--- config.mk ---
export PLATFORM = sky130hd
export DESIGN_NAME = spi_master_byte_flat
export DESIGN_NICKNAME = d
export VERILOG_FILES = /design/src/rtl/spi_master_byte_if.sv /design/src/rtl/spi_master_byte.sv /design/src/flat_wrapper.sv
export SDC_FILE = /design/constraint.sdc
export NUM_CORES = 1
export LEC_CHECK = 0
export CAP_MARGIN = 25
export CORE_MARGIN = 5
export CORE_UTILIZATION = 54
export DETAILED_ROUTE_END_ITERATION = 16
export MAX_ROUTING_LAYER = met4
export PLACE_DENSITY = 0.79
export SLEW_MARGIN = 20
export SYNTH_ARGS = -nofsm -noshare
export SYNTH_HDL_FRONTEND = slang
export SYNTH_SLANG_ARGS = --single-unit
--- constraint.sdc ---
create_clock -name CLK -period 2.5 [get_ports CLK]
set_clock_uncertainty 0.15 [all_clocks]
set_input_delay 0.375 -clock CLK [delete_from_list [all_inputs] [get_ports CLK]]
set_output_delay 0.375 -clock CLK [all_outputs]
set_load 0.005 [all_outputs]
--- src/rtl/spi_master_byte_if.sv ---
// Byte-stream and serial-pin bundle for spi_master_byte; the master modport is the
// SPI master's view, the slave modport is the byte producer / pin consumer view.
interface spi_master_byte_if;
  logic       tx_valid;
  logic [7:0] tx_data;
  logic       tx_last;
  logic       tx_ready;
  logic       rx_valid;
  logic [7:0] rx_data;
  logic       busy;
  logic       SCK;
  logic       MOSI;
  logic       SSEL;
  logic       MISO;

  modport master (
    input  tx_valid, tx_data, tx_last, MISO,
    output tx_ready, rx_valid, rx_data, busy, SCK, MOSI, SSEL
  );

  modport slave (
    output tx_valid, tx_data, tx_last, MISO,
    input  tx_ready, rx_valid, rx_data, busy, SCK, MOSI, SSEL
  );
endinterface

--- src/rtl/spi_master_byte.sv ---
// Mode-0 byte SPI master: turns a valid/ready byte stream into SCK/MOSI/SSEL framing
// and returns the MISO byte captured during each transfer.
module spi_master_byte #(
  parameter int CLK_DIV = 4
) (
  input  logic              CLK,
  input  logic              RST,
  spi_master_byte_if.master bus
);

  // div spans the doubled deselect count in GAP as well as one SCK half-period
  localparam int DW = $clog2(2 * CLK_DIV);
  localparam logic [DW-1:0] HALF_MAX = DW'(CLK_DIV - 1);
  localparam logic [DW-1:0] GAP_MAX  = DW'(2 * CLK_DIV - 1);

  typedef enum logic [2:0] {
    IDLE, LEAD, HIGH, LOW, WAIT_NEXT, TRAIL, GAP
  } state_t;

  state_t        state_q;
  logic [DW-1:0] div_q;
  logic [2:0]    bitcnt_q;
  logic [7:0]    tx_sh_q;
  logic [7:0]    rx_sh_q;
  logic [7:0]    rx_data_q;
  logic          last_q;
  logic          sck_q;
  logic          ssel_q;
  logic          done_q;
  logic          rx_valid_q;
  logic [1:0]    miso_sync_q;

  logic ready;
  logic accept;
  logic half_end;
  logic gap_end;

  assign ready    = ((state_q == IDLE) || (state_q == WAIT_NEXT)) && !RST;
  assign accept   = bus.tx_valid && ready;
  assign half_end = (div_q == HALF_MAX);
  assign gap_end  = (div_q == GAP_MAX);

  always_ff @(posedge CLK) begin
    if (RST) begin
      state_q     <= IDLE;
      div_q       <= '0;
      bitcnt_q    <= '0;
      tx_sh_q     <= '0;
      rx_sh_q     <= '0;
      rx_data_q   <= '0;
      last_q      <= 1'b0;
      sck_q       <= 1'b0;
      ssel_q      <= 1'b1;
      done_q      <= 1'b0;
      rx_valid_q  <= 1'b0;
      miso_sync_q <= '0;
    end else begin
      miso_sync_q <= {miso_sync_q[0], bus.MISO};
      // rx_valid trails the final SCK fall by one cycle
      done_q      <= 1'b0;
      rx_valid_q  <= done_q;
      if (done_q) rx_data_q <= rx_sh_q;

      unique case (state_q)
        IDLE: begin
          if (accept) begin
            tx_sh_q  <= bus.tx_data;
            last_q   <= bus.tx_last;
            ssel_q   <= 1'b0;
            bitcnt_q <= '0;
            div_q    <= '0;
            state_q  <= LEAD;
          end
        end
        LEAD, LOW: begin
          if (half_end) begin
            div_q   <= '0;
            sck_q   <= 1'b1;
            state_q <= HIGH;
          end else begin
            div_q <= div_q + DW'(1);
          end
        end
        HIGH: begin
          if (half_end) begin
            div_q   <= '0;
            sck_q   <= 1'b0;
            rx_sh_q <= {rx_sh_q[6:0], miso_sync_q[1]};
            if (bitcnt_q != 3'd7) begin
              bitcnt_q <= bitcnt_q + 3'd1;
              tx_sh_q  <= {tx_sh_q[6:0], 1'b0};
              state_q  <= LOW;
            end else begin
              done_q  <= 1'b1;
              state_q <= last_q ? TRAIL : WAIT_NEXT;
            end
          end else begin
            div_q <= div_q + DW'(1);
          end
        end
        WAIT_NEXT: begin
          // LOW supplies the setup half-period ahead of the first rise
          if (accept) begin
            tx_sh_q  <= bus.tx_data;
            last_q   <= bus.tx_last;
            bitcnt_q <= '0;
            div_q    <= '0;
            state_q  <= LOW;
          end
        end
        TRAIL: begin
          if (half_end) begin
            div_q   <= '0;
            ssel_q  <= 1'b1;
            state_q <= GAP;
          end else begin
            div_q <= div_q + DW'(1);
          end
        end
        GAP: begin
          if (gap_end) begin
            div_q   <= '0;
            state_q <= IDLE;
          end else begin
            div_q <= div_q + DW'(1);
          end
        end
        default: state_q <= IDLE;
      endcase
    end
  end

  assign bus.tx_ready = ready;
  assign bus.busy     = (state_q != IDLE);
  assign bus.rx_valid = rx_valid_q;
  assign bus.rx_data  = rx_data_q;
  assign bus.SCK      = sck_q;
  assign bus.SSEL     = ssel_q;
  assign bus.MOSI     = tx_sh_q[7];

endmodule

--- src/flat_wrapper.sv ---
// flat-port wrapper written by rule: the top's interface ports become plain ports
module spi_master_byte_flat 
#(
  parameter int CLK_DIV = 4
)
  (CLK, RST, bus_tx_valid, bus_tx_data, bus_tx_last, bus_MISO, bus_tx_ready, bus_rx_valid, bus_rx_data, bus_busy, bus_SCK, bus_MOSI, bus_SSEL);
  spi_master_byte_if bus_i ();
  input  logic CLK;
  input  logic RST;
  input wire logic [$bits(bus_i.tx_valid)-1:0] bus_tx_valid;
  input wire logic [$bits(bus_i.tx_data)-1:0] bus_tx_data;
  input wire logic [$bits(bus_i.tx_last)-1:0] bus_tx_last;
  input wire logic [$bits(bus_i.MISO)-1:0] bus_MISO;
  output wire logic [$bits(bus_i.tx_ready)-1:0] bus_tx_ready;
  output wire logic [$bits(bus_i.rx_valid)-1:0] bus_rx_valid;
  output wire logic [$bits(bus_i.rx_data)-1:0] bus_rx_data;
  output wire logic [$bits(bus_i.busy)-1:0] bus_busy;
  output wire logic [$bits(bus_i.SCK)-1:0] bus_SCK;
  output wire logic [$bits(bus_i.MOSI)-1:0] bus_MOSI;
  output wire logic [$bits(bus_i.SSEL)-1:0] bus_SSEL;
  assign bus_i.tx_valid = bus_tx_valid;
  assign bus_i.tx_data = bus_tx_data;
  assign bus_i.tx_last = bus_tx_last;
  assign bus_i.MISO = bus_MISO;
  assign bus_tx_ready = bus_i.tx_ready;
  assign bus_rx_valid = bus_i.rx_valid;
  assign bus_rx_data = bus_i.rx_data;
  assign bus_busy = bus_i.busy;
  assign bus_SCK = bus_i.SCK;
  assign bus_MOSI = bus_i.MOSI;
  assign bus_SSEL = bus_i.SSEL;
  spi_master_byte #(.CLK_DIV(CLK_DIV)) u_core (.CLK(CLK), .RST(RST), .bus(bus_i));
endmodule
==> flow_summary.toml <==
[synth]
ys_async_sr_fraction = 0
synthCells = 200
synth.distinct_cells = 42
synth_top_area_share = 0.415
synth_edf_count = 0
synth_flop_cell = "dfxtp_1"
synth.area.top_cells = "dfxtp_1 41%, mux2i_1 7.8%, a21oi_1 5.2%"
seq_area_frac_synth = 0.415
yosysMostFrequentCell = "dfxtp_1"
yosys.area.top_type = "dfxtp_1"
avgSynthCellArea_um2 = 9.65
synth_common_cells = "40 x dfxtp_1, 22 x nand2_1, 20 x a21oi_1"
netlist_area_um2 = 1930
yosysWarnings = 0
ys_ff_latch = 40
synth_fp_nets = 219

[final_layout]
post-route-util = 0.667
layout.nets = 239
n_antenna_cell = 0
area_growth_syn_to_layout_pct = 17.1
drive_gt1_frac = 0.136

[route]
drc = 0
viasPerCell = 5.58
drt-total-wl_um = 3770
postRouteAntennaNets = 0
wl_per_cell_um = 14.1
drt_iter0_drc = 104
drt_first_pass_iters = 4
dr_total_vias = 1489

[die]
die_h_um = 69.8
core_um2 = 3390
die_w_um = 69.8
pin_count = 27
start_util = 0.570
core.rowCount = 21
dieArea_um2 = 4870

[timing]
period_needed_ns = 2.23
fin_crit_sh = 0.893
fmax_mhz = 448
tightest_slew_ns = 0.470
setup_viol = 0
hold_viol_final = 0
fin_hold_ws_ns = 0.293
fin_setup_tns_ns = 0
slew_headroom = 0.686
rsz0062_at_grt = "false"
drv_slew = 0

[placed_design]
place_congestion = 0.736
io_buffers = 26
place_hpwl_um = 2640

[clock_tree]
clk_pin_slew_ns = 0.12
cts.sinks = 40
cts_hold_buffers = 0
post_cts_buffers = 0
cts_buffer_depth = 2
root_buffer = "clkbuf_4"
htree_levels = 2
postCtsResizedCells = 0
cts_tree = "built"
cts_buffers = 5
insertion_delay_ns = 0.36

[global_route]
overflow = 0
grt_pass1_vias = 1516
grtUsageTotal = 0.173
grt_pass1_wl_um = 6720
grt_max_degree = 42
antenna_found_initial = 0

[pwr]
p_per_area_nw_per_um2 = 632
irDropWorstVdd_v = 0.000331
p_leak_nw = 0.785

[setup_path]
worstSetupStartpointType = "register"
cp.arrival_ns = 1.71
critPathMaxFanout = 10
cp-end-kind = "primary output"
crit_required_ns = 1.98
path_class = "register to primary output"

[job]
maxCapViolations = 0

[min_path]
hold_class = "register to register"

[outcome]
status = "complete, no violations"
-- per-layer routing --
layer / global-route usage / share of wire
met1: 0.187 / 0.44
met2: 0.293 / 0.50
met3: 0.0464 / 0.038
met4: 0.0830 / 0.022
met5: - / 0
-- registers in the layout, summed over array words and instances (netlist names) --
| register | flops |
|---|---|
| u_core.tx_sh_q | 8 |
| u_core.miso_sync_q | 2 |
| u_core.rx_sh_q | 8 |
| u_core.done_q | 1 |
| u_core.bus.SSEL | 1 |
| u_core.last_q | 1 |
| u_core.bus.rx_valid | 1 |
| u_core.state_q | 3 |
| u_core.bus.SCK | 1 |
| u_core.bus.rx_data | 8 |
| u_core.bitcnt_q | 3 |
| u_core.div_q | 3 |
-- worst max-delay path, stage by stage, from the launching register on --
cell,delay (ns)
dfxtp_1,0.43
or2_1,0.28
nor2_1,0.12
clkdlybuf4s50_1,0.52
-- kinds of logic (layout without fill, tap and decap cells) --
kind of cell               count (synthesis)  count (layout)  share of synthesized area
buffers and inverters                     25              46                     0.0771
and+or+nand+nor                           60              60                      0.177
adders and majority gates                  6               6                     0.0389
DFF                                       40              40                      0.415
AOI/OAI and AO/OA                         54              54                      0.215
muxes                                     15              15                     0.0778
-- placed cells by master (no fill, tap or decap), types with 2 or more instances in the layout --
master,count
mux2i_1,15
or3_1,2
o211ai_1,4
nor3_1,2
clkdlybuf4s50_1,26
nand3_1,4
or3b_1,2
dfxtp_1,40
o21ai_0,3
nor2_1,10
nor2b_1,5
inv_1,5
clkbuf_4,5
a21oi_1,20
buf_4,7
nor3b_1,2
nand2b_1,2
a211oi_2,7
nand2_1,22
and3b_1,2
ha_1,6
a211oi_1,9
-- report_power, final --
| part | switching [mW] | internal (mW) |
|---|---|---|
| Clock | 0.220 | 0.239 |
| Sequential | 0.0325 | 0.672 |
| Combinational | 0.129 | 0.135 |
-- layout make-up --
class / count / area (µm²)
tap: 46 / 57.6
clock buffer: 6 / 51.3
sequential: 40 / 801
inverter: 5 / 18.8
multi-input combinational: 135 / 981
timing repair buffer: 33 / 313
clock inverter: 2 / 38.8
fill: 262 / 1130
-- metrics by stage --
step	total power, mW	cell area [µm²]	worst slack (ns)	std cells
after floorplan	0.915	1930	0.782	200
after global placement	0.971	2170	0.442	259
after detailed placement	0.986	2170	0.309	259
after CTS	1.44	2260	0.233	267
after global routing	1.50	2260	0.110	267
final	1.43	2260	0.266	267
-- path summary, 6_finish.rpt --
check | from | end | slack [ns] | cells after the start
hold reg to reg | u_core.miso_sync_q[1]$_SDFF_PP0_ | u_core.rx_sh_q[0]$_SDFFE_PP0P_ | 0.29 | 2
hold / removal | u_core.miso_sync_q[1]$_SDFF_PP0_ | u_core.rx_sh_q[0]$_SDFFE_PP0P_ | 0.29 | 2
setup reg to reg | u_core.div_q[0]$_SDFFE_PP0P_ | u_core.bitcnt_q[1]$_SDFFE_PP0P_ | 0.31 | 6
setup / recovery | u_core.state_q[0]$_SDFFE_PP0P_ | bus_tx_ready | 0.27 | 3
Power figures use the tool's default switching activity.
